**src/rtl/exec_pkg.sv**
```systemverilog
// exec_pkg -- shared definitions for the execution unit.
//   opcode_e   : 3-bit operation encoding seen on OPCODE
//   state_e    : execution FSM state encoding (IDLE / MUL)
//   MUL_CYCLES : number of shift-add iterations of the multiplier
//   alu_calc   : combinational result of the single-cycle operations
package exec_pkg;

  localparam int MUL_CYCLES = 8;

  typedef enum logic [2:0] {
    OP_MOV = 3'b000,
    OP_ADD = 3'b001,
    OP_AND = 3'b010,
    OP_OR  = 3'b011,
    OP_MUL = 3'b100,
    OP_SLL = 3'b101,
    OP_SRL = 3'b110,
    OP_ROR = 3'b111
  } opcode_e;

  typedef enum logic {
    ST_IDLE = 1'b0,
    ST_MUL  = 1'b1
  } state_e;

  // Single-cycle ALU. MUL is not computed here; it returns 0 for it.
  function automatic logic [7:0] alu_calc(input opcode_e op,
                                          input logic [7:0] a,
                                          input logic [7:0] b);
    logic [15:0] dbl;
    logic [2:0]  sh;
    logic [7:0]  res;
    sh  = b[2:0];
    // Rotating the doubled word right keeps the wrapped bits in the low byte.
    dbl = {a, a} >> sh;
    res = 8'd0;
    case (op)
      OP_MOV:  res = b;
      OP_ADD:  res = a + b;
      OP_AND:  res = a & b;
      OP_OR:   res = a | b;
      OP_SLL:  res = a << sh;
      OP_SRL:  res = a >> sh;
      OP_ROR:  res = dbl[7:0];
      default: res = 8'd0;
    endcase
    return res;
  endfunction

endpackage

```
**src/rtl/mul8_seq.sv**
```systemverilog
// mul8_seq -- 8x8 shift-add multiplier, one multiplier bit per cycle,
// keeping only the low 8 bits of the product.
//   clk_i     : clock
//   rst_i     : synchronous active-high reset (aborts a running multiply)
//   start_i   : capture a_i/b_i and begin; ignored while running
//   a_i, b_i  : operands
//   done_o    : high during the cycle whose rising edge performs the last iteration
//   product_o : product valid while done_o is high
module mul8_seq
  import exec_pkg::*;
(
  input  logic       clk_i,
  input  logic       rst_i,
  input  logic       start_i,
  input  logic [7:0] a_i,
  input  logic [7:0] b_i,
  output logic       done_o,
  output logic [7:0] product_o
);

  logic       running_q;
  logic [2:0] cnt_q;
  logic [7:0] acc_q, mcand_q, mplier_q;
  logic [7:0] acc_d;

  // Accumulator value after the iteration performed at the next edge.
  // done_o/product_o are combinational so the parent can register the
  // final product on the same edge as the last iteration.
  always_comb begin
    acc_d = acc_q + (mplier_q[0] ? mcand_q : 8'd0);
  end

  assign done_o    = running_q && (cnt_q == 3'(MUL_CYCLES - 1));
  assign product_o = acc_d;

  always_ff @(posedge clk_i) begin
    if (rst_i) begin
      running_q <= 1'b0;
      cnt_q     <= 3'd0;
      acc_q     <= 8'd0;
      mcand_q   <= 8'd0;
      mplier_q  <= 8'd0;
    end else if (running_q) begin
      acc_q    <= acc_d;
      mcand_q  <= mcand_q << 1;
      mplier_q <= mplier_q >> 1;
      cnt_q    <= cnt_q + 3'd1;
      if (done_o) running_q <= 1'b0;
    end else if (start_i) begin
      running_q <= 1'b1;
      cnt_q     <= 3'd0;
      acc_q     <= 8'd0;
      mcand_q   <= a_i;
      mplier_q  <= b_i;
    end
  end

endmodule

```
**src/rtl/exec_unit.sv**
```systemverilog
// exec_unit -- execution stage: single-cycle ALU ops plus a sequential MUL,
// writing results to a register file.
//   CLK, RESET  : clock, synchronous active-high reset
//   START       : operation valid; accepted only in IDLE (ready = !BUSY).
//                 A START while not ready is dropped, not stalled.
//   OPCODE      : operation select
//   DATA1/DATA2 : operands, captured only on an accepted START
//   DESTADDR    : destination register index
//   RESULT      : registered result (register-file write data)
//   WRADDR      : registered destination (register-file write address)
//   WRITE       : one-cycle write enable pulse
//   BUSY        : high while a MUL is in progress
//   ZERO        : RESULT==0, updated only together with WRITE
module exec_unit
  import exec_pkg::*;
(
  input  logic       CLK,
  input  logic       RESET,
  input  logic       START,
  input  logic [2:0] OPCODE,
  input  logic [7:0] DATA1,
  input  logic [7:0] DATA2,
  input  logic [2:0] DESTADDR,
  output logic [7:0] RESULT,
  output logic [2:0] WRADDR,
  output logic       WRITE,
  output logic       BUSY,
  output logic       ZERO
);

  state_e     state_q;
  logic [7:0] result_q;
  logic [2:0] wraddr_q;
  logic [2:0] dest_q;      // destination of the MUL in flight
  logic       write_q, busy_q, zero_q;

  opcode_e    op;
  logic [7:0] alu_res;
  logic       accept, mul_start, mul_done;
  logic [7:0] mul_prod;

  always_comb begin
    op        = opcode_e'(OPCODE);
    alu_res   = alu_calc(op, DATA1, DATA2);
    accept    = START && (state_q == ST_IDLE);
    // Reset wins over START, so a MUL is never launched on a reset edge.
    mul_start = accept && (op == OP_MUL) && !RESET;
  end

  mul8_seq u_mul (
    .clk_i     (CLK),
    .rst_i     (RESET),
    .start_i   (mul_start),
    .a_i       (DATA1),
    .b_i       (DATA2),
    .done_o    (mul_done),
    .product_o (mul_prod)
  );

  always_ff @(posedge CLK) begin
    if (RESET) begin
      state_q  <= ST_IDLE;
      result_q <= 8'd0;
      wraddr_q <= 3'd0;
      dest_q   <= 3'd0;
      write_q  <= 1'b0;
      busy_q   <= 1'b0;
      zero_q   <= 1'b0;
    end else begin
      write_q <= 1'b0;
      case (state_q)
        ST_IDLE: begin
          if (accept) begin
            if (op == OP_MUL) begin
              state_q <= ST_MUL;
              busy_q  <= 1'b1;
              dest_q  <= DESTADDR;
            end else begin
              result_q <= alu_res;
              wraddr_q <= DESTADDR;
              zero_q   <= (alu_res == 8'd0);
              write_q  <= 1'b1;
            end
          end
        end
        ST_MUL: begin
          if (mul_done) begin
            state_q  <= ST_IDLE;
            busy_q   <= 1'b0;
            result_q <= mul_prod;
            wraddr_q <= dest_q;
            zero_q   <= (mul_prod == 8'd0);
            write_q  <= 1'b1;
          end
        end
        default: state_q <= ST_IDLE;
      endcase
    end
  end

  assign RESULT = result_q;
  assign WRADDR = wraddr_q;
  assign WRITE  = write_q;
  assign BUSY   = busy_q;
  assign ZERO   = zero_q;

endmodule
```
**config.mk**
```make
export PLATFORM = sky130hd
export DESIGN_NAME = exec_unit
export DESIGN_NICKNAME = d
export VERILOG_FILES = /design/src/rtl/exec_pkg.sv /design/src/rtl/mul8_seq.sv /design/src/rtl/exec_unit.sv
export SDC_FILE = /design/constraint.sdc
export NUM_CORES = 1
export LEC_CHECK = 0
export CAP_MARGIN = 15
export CORE_MARGIN = 3
export CORE_UTILIZATION = 58
export CTS_CLUSTER_SIZE = 16
export DETAILED_ROUTE_END_ITERATION = 8
export PLACE_DENSITY = 0.82
export REMOVE_ABC_BUFFERS = 1
export SLEW_MARGIN = 20
export SYNTH_ARGS = -nofsm -noshare
export SYNTH_HDL_FRONTEND = slang
export SYNTH_SLANG_ARGS = --single-unit
```
**constraint.sdc**
```tcl
create_clock -name CLK -period 3.2 [get_ports CLK]
set_input_delay 0.48 -clock CLK [delete_from_list [all_inputs] [get_ports CLK]]
set_output_delay 0.48 -clock CLK [all_outputs]
set_load 0.01 [all_outputs]
```
==> results_tabular.tex <==
\begin{tabular}{lr}
\hline
Metric & Value \\
\hline
\multicolumn{2}{l}{\textbf{Finish}} \\
Multi-input gate area in the final layout & approximately 2500 um\^{}2 \\
Antenna diodes & 0 \\
Leading cell type in the layout, fill and taps excluded & nor2\_1 \\
Final standard cell utilization of the core & between 70\% and 80\% \\
Final non-filler cell total & 595 \\
Most used cells in the layout excluding fill and tap cells & nor2\_1, buf\_4, dfxtp\_1 \\
Share of post-route cells with drive strength above 1 & 15.6\% \\
Total Nets Final & between 500 and 600 \\
Area occupied by registers & 921 um\^{}2 \\
Fill cell count & 451 \\
Post-synthesis to final-layout area growth & 24.3\% \\
\multicolumn{2}{l}{\textbf{Die}} \\
Horiz. Die Dim & between 80 and 90 um \\
Initial cell density of the core & 60.5\% \\
Die boundary height & 85.0 um \\
Die area & around 7200 um\^{}2 \\
Number of top-level design ports & 39 \\
Core footprint & 5990 um\^{}2 \\
Row Count & 28 \\
\multicolumn{2}{l}{\textbf{CTS}} \\
Buffer cell driving the clock tree root & clkbuf\_8 \\
Number of buffers created by CTS & 5 \\
TritonCTS clock tree & built \\
Worst-case clock buffer depth & 2 \\
Clock transition at the registers of the reported paths & approximately 0.080 ns \\
TritonCTS sink count & 46 \\
Clk Latency, worst-skew pair & around 0.30 ns \\
Count of H-tree levels built during CTS & 2 \\
\multicolumn{2}{l}{\textbf{Power and ir drop}} \\
Net Sw Frac & slightly below 30\% \\
Internal power contribution & a little over 1 mW \\
Sequential fraction of design power & about two fifths \\
NetSw & between 400 and 500 uW \\
IR Drop Worst-Case VDD & between 0.2 and 0.3 mV \\
Static Leakage & $\sim$2.1 nW \\
Relative contribution of the clock network to total power & between 20 and 30\% \\
Relative contribution of combinational cells to total power & between 20 and 30\% \\
Pwr per Cell Area & 323 nW/um\^{}2 \\
\multicolumn{2}{l}{\textbf{STA}} \\
Maximum clock skew at final layout & 0.0112 ns \\
Post-Route Hold Slack & 0.460 ns \\
Share of the cycle needed by the critical path after routing & 96.1\% \\
Setup violation total in the final timing report & 0 \\
RSZ-0062 raised after global routing & no \\
Total count of max-transition violations in the final report & 0 \\
Actual slew at the worst max-slew pin & 0.532 ns \\
Post-layout min period & a little over 3 ns \\
Total negative setup slack & 0 ns \\
Worst max-slew margin expressed relative to the limit & between 60\% and 70\% \\
Max Clk Rate & 325 MHz \\
Final hold violations & 0 \\
\multicolumn{2}{l}{\textbf{Setup path}} \\
Required time of the critical path & 3.42 ns \\
Data arrival time of the worst path & roughly 3.3 ns \\
Critical path startpoint category & input port \\
Crit. End Element & flip-flop \\
WS Path Type & input port to flip-flop \\
Largest fanout on the critical path & 8 \\
\multicolumn{2}{l}{\textbf{Route}} \\
Number of vias after detailed routing & about 3600 \\
Drt first-iter violations & approximately 240 \\
Router iterations before antenna repair & 5 \\
Remaining antenna violation count & 0 \\
DR DRC count & 0 \\
Detail-routed via count per cell & about 6 \\
Routed wire per std cell & $\sim$17 um \\
Wire length after detailed routing & 10.2 mm \\
\multicolumn{2}{l}{\textbf{Synthesis}} \\
Dominant cell type by area after synthesis & dfxtp\_1 \\
Netlist area before placement & about 3600 um\^{}2 \\
Gate count after technology mapping & between 400 and 500 \\
Number of register bits inferred by synthesis & 46 \\
Largest cells by area after synthesis & dfxtp\_1, ha\_1, mux2i\_1, nor2\_1, a21oi\_1 \\
Most used flip-flop cell after synthesis & dfxtp\_1 \\
Number of synthesis warnings & 0 \\
Number of synthesized flops with an enable pin & 0 \\
Share of flip-flops with an asynchronous set or reset & 0\% \\
Post-synthesis sequential area ratio & roughly 25\% \\
Mean area per synthesized cell & about 8 um\^{}2 \\
Count of distinct cell types in the synthesized netlist & 57 \\
Fraction of synthesized cell area taken by the top area cell type & 25.4\% \\
\multicolumn{2}{l}{\textbf{Global route}} \\
Via count of the first global-routing pass & approximately 3500 \\
Overflow left after global routing & 0 \\
Largest net degree at the start of global routing & 47 \\
Wire length of the first global-routing pass & between 15 and 20 mm \\
Global-route total usage across every layer & around 29\% \\
Initial antenna violation count & 0 \\
\multicolumn{2}{l}{\textbf{Run status}} \\
Run status & complete, no violations \\
\multicolumn{2}{l}{\textbf{Placed design}} \\
Inst Count DP & between 500 and 600 \\
Gp weighted congestion & 0.975 \\
Number of input and output port buffers inserted & 38 \\
DP Wirelength & 7.85 mm \\
\multicolumn{2}{l}{\textbf{Hold path}} \\
Hold WC Path Type & flip-flop to flip-flop \\
\multicolumn{2}{l}{\textbf{Flow run}} \\
Max capacitance violation total & 0 \\
\hline
\end{tabular}
[power groups by stage]
stage / logic (mW) / registers, mW / clock network (mW)
final: 0.427 / 0.603 / 0.426
after floorplan: 0.188 / 0.626 / 0
after CTS: 0.420 / 0.603 / 0.431
after detailed placement: 0.414 / 0.617 / 0
after global placement: 0.409 / 0.616 / 0
after global routing: 0.467 / 0.606 / 0.450
[layout make-up]
| class | instances | share of cell area (%) |
|---|---|---|
| clock buffers | 7 | 1.69 |
| clock inverters | 1 | 0.667 |
| inverters | 24 | 2.00 |
| multi-input cells | 352 | 55.7 |
| flip-flops and latches | 46 | 20.5 |
| well taps | 75 | 2.08 |
| repair buffers | 90 | 17.4 |
[repair_timing]
item	4_1_cts	5_1_grt
hold endpoints to repair	0	0
pin swaps	1	1
endpoints found under the setup margin	1	2
resized for setup	2	5
hold buffers	0	0
buffers inserted	0	0
[sequential cells by signal (all words and copies together) (netlist names)]
name             flops
ZERO                 1
u_mul.running_q      1
WRADDR               3
u_mul.mcand_q        8
u_mul.acc_q          8
WRITE                1
BUSY                 1
state_q              1
u_mul.mplier_q       8
u_mul.cnt_q          3
RESULT               8
dest_q               3
[metrics by stage]
stage,power [mW],worst slack [ns],instance area (um^2)
final,1.46,0.123,4500
after detailed placement,1.03,-0.200,4380
after global placement,1.02,-0.156,4380
after global routing,1.52,0.00558,4500
after CTS,1.45,0.00685,4490
after floorplan,0.815,0.434,3500
[critical path: stages]
cell and delay [ns]:
clkdlybuf4s50_1 0.49, buf_4 0.18, mux4_2 0.53, and2_0 0.17, a221o_1 0.28, a211oi_2 0.17, or4b_1 0.43, or4_1 0.41
o22ai_1 0.16
[Yosys cell counts, types with 3 or more instances]
cell type / number
nor3_1: 9
o21ai_0: 13
nor2_1: 72
a21oi_1: 42
nand3_1: 10
dfxtp_1: 46
mux2_2: 9
nor4_1: 4
buf_2: 4
o211ai_1: 7
inv_1: 22
xor2_1: 7
nand2b_1: 5
a211oi_1: 9
ha_1: 26
clkbuf_1: 26
and3_1: 10
nand2_1: 26
mux2i_1: 32
nand3b_1: 4
a31oi_1: 5
and2_1: 7
xnor2_1: 4
o311ai_0: 3
mux4_2: 7
a211o_1: 3
[worst paths after layout]
kind | depth (start not counted) | end | slack (ns) | startpoint
worst max-delay path | 9 | ZERO$_SDFFE_PP0P_ | 0.12 | DATA2[0]
worst min-delay path | 2 | RESULT[2]$_SDFFE_PP0P_ | 0.46 | RESULT[2]$_SDFFE_PP0P_
worst max register to register | 10 | ZERO$_SDFFE_PP0P_ | 0.43 | u_mul.mplier_q[0]$_SDFFE_PP0P_
worst min register to register | 2 | RESULT[2]$_SDFFE_PP0P_ | 0.46 | RESULT[2]$_SDFFE_PP0P_
[logic make-up (layout without fill, tap and decap cells)]
logic type / after synthesis / after routing / share of synthesized area, %
AOI/OAI and AO/OA: 105 / 105 / 18.7
and+or+nand+nor: 159 / 159 / 20.7
buffers and inverters: 54 / 122 / 5.73
muxes: 49 / 49 / 16.7
adders and majority gates: 28 / 28 / 10.1
xor gates and xnor gates: 11 / 11 / 2.66
DFF: 46 / 46 / 25.4
[routing by layer]
metal  global-route usage, %  up-vias  share of wire [%]
met5                       0        -                  0
met4                    7.34        0                1.5
met3                    4.95       15                6.4
met2                    47.6      130                 48
met1                    40.2     1732                 44
li1                        -     1752                  -
Note: power is estimated with default switching activity, not from simulation.
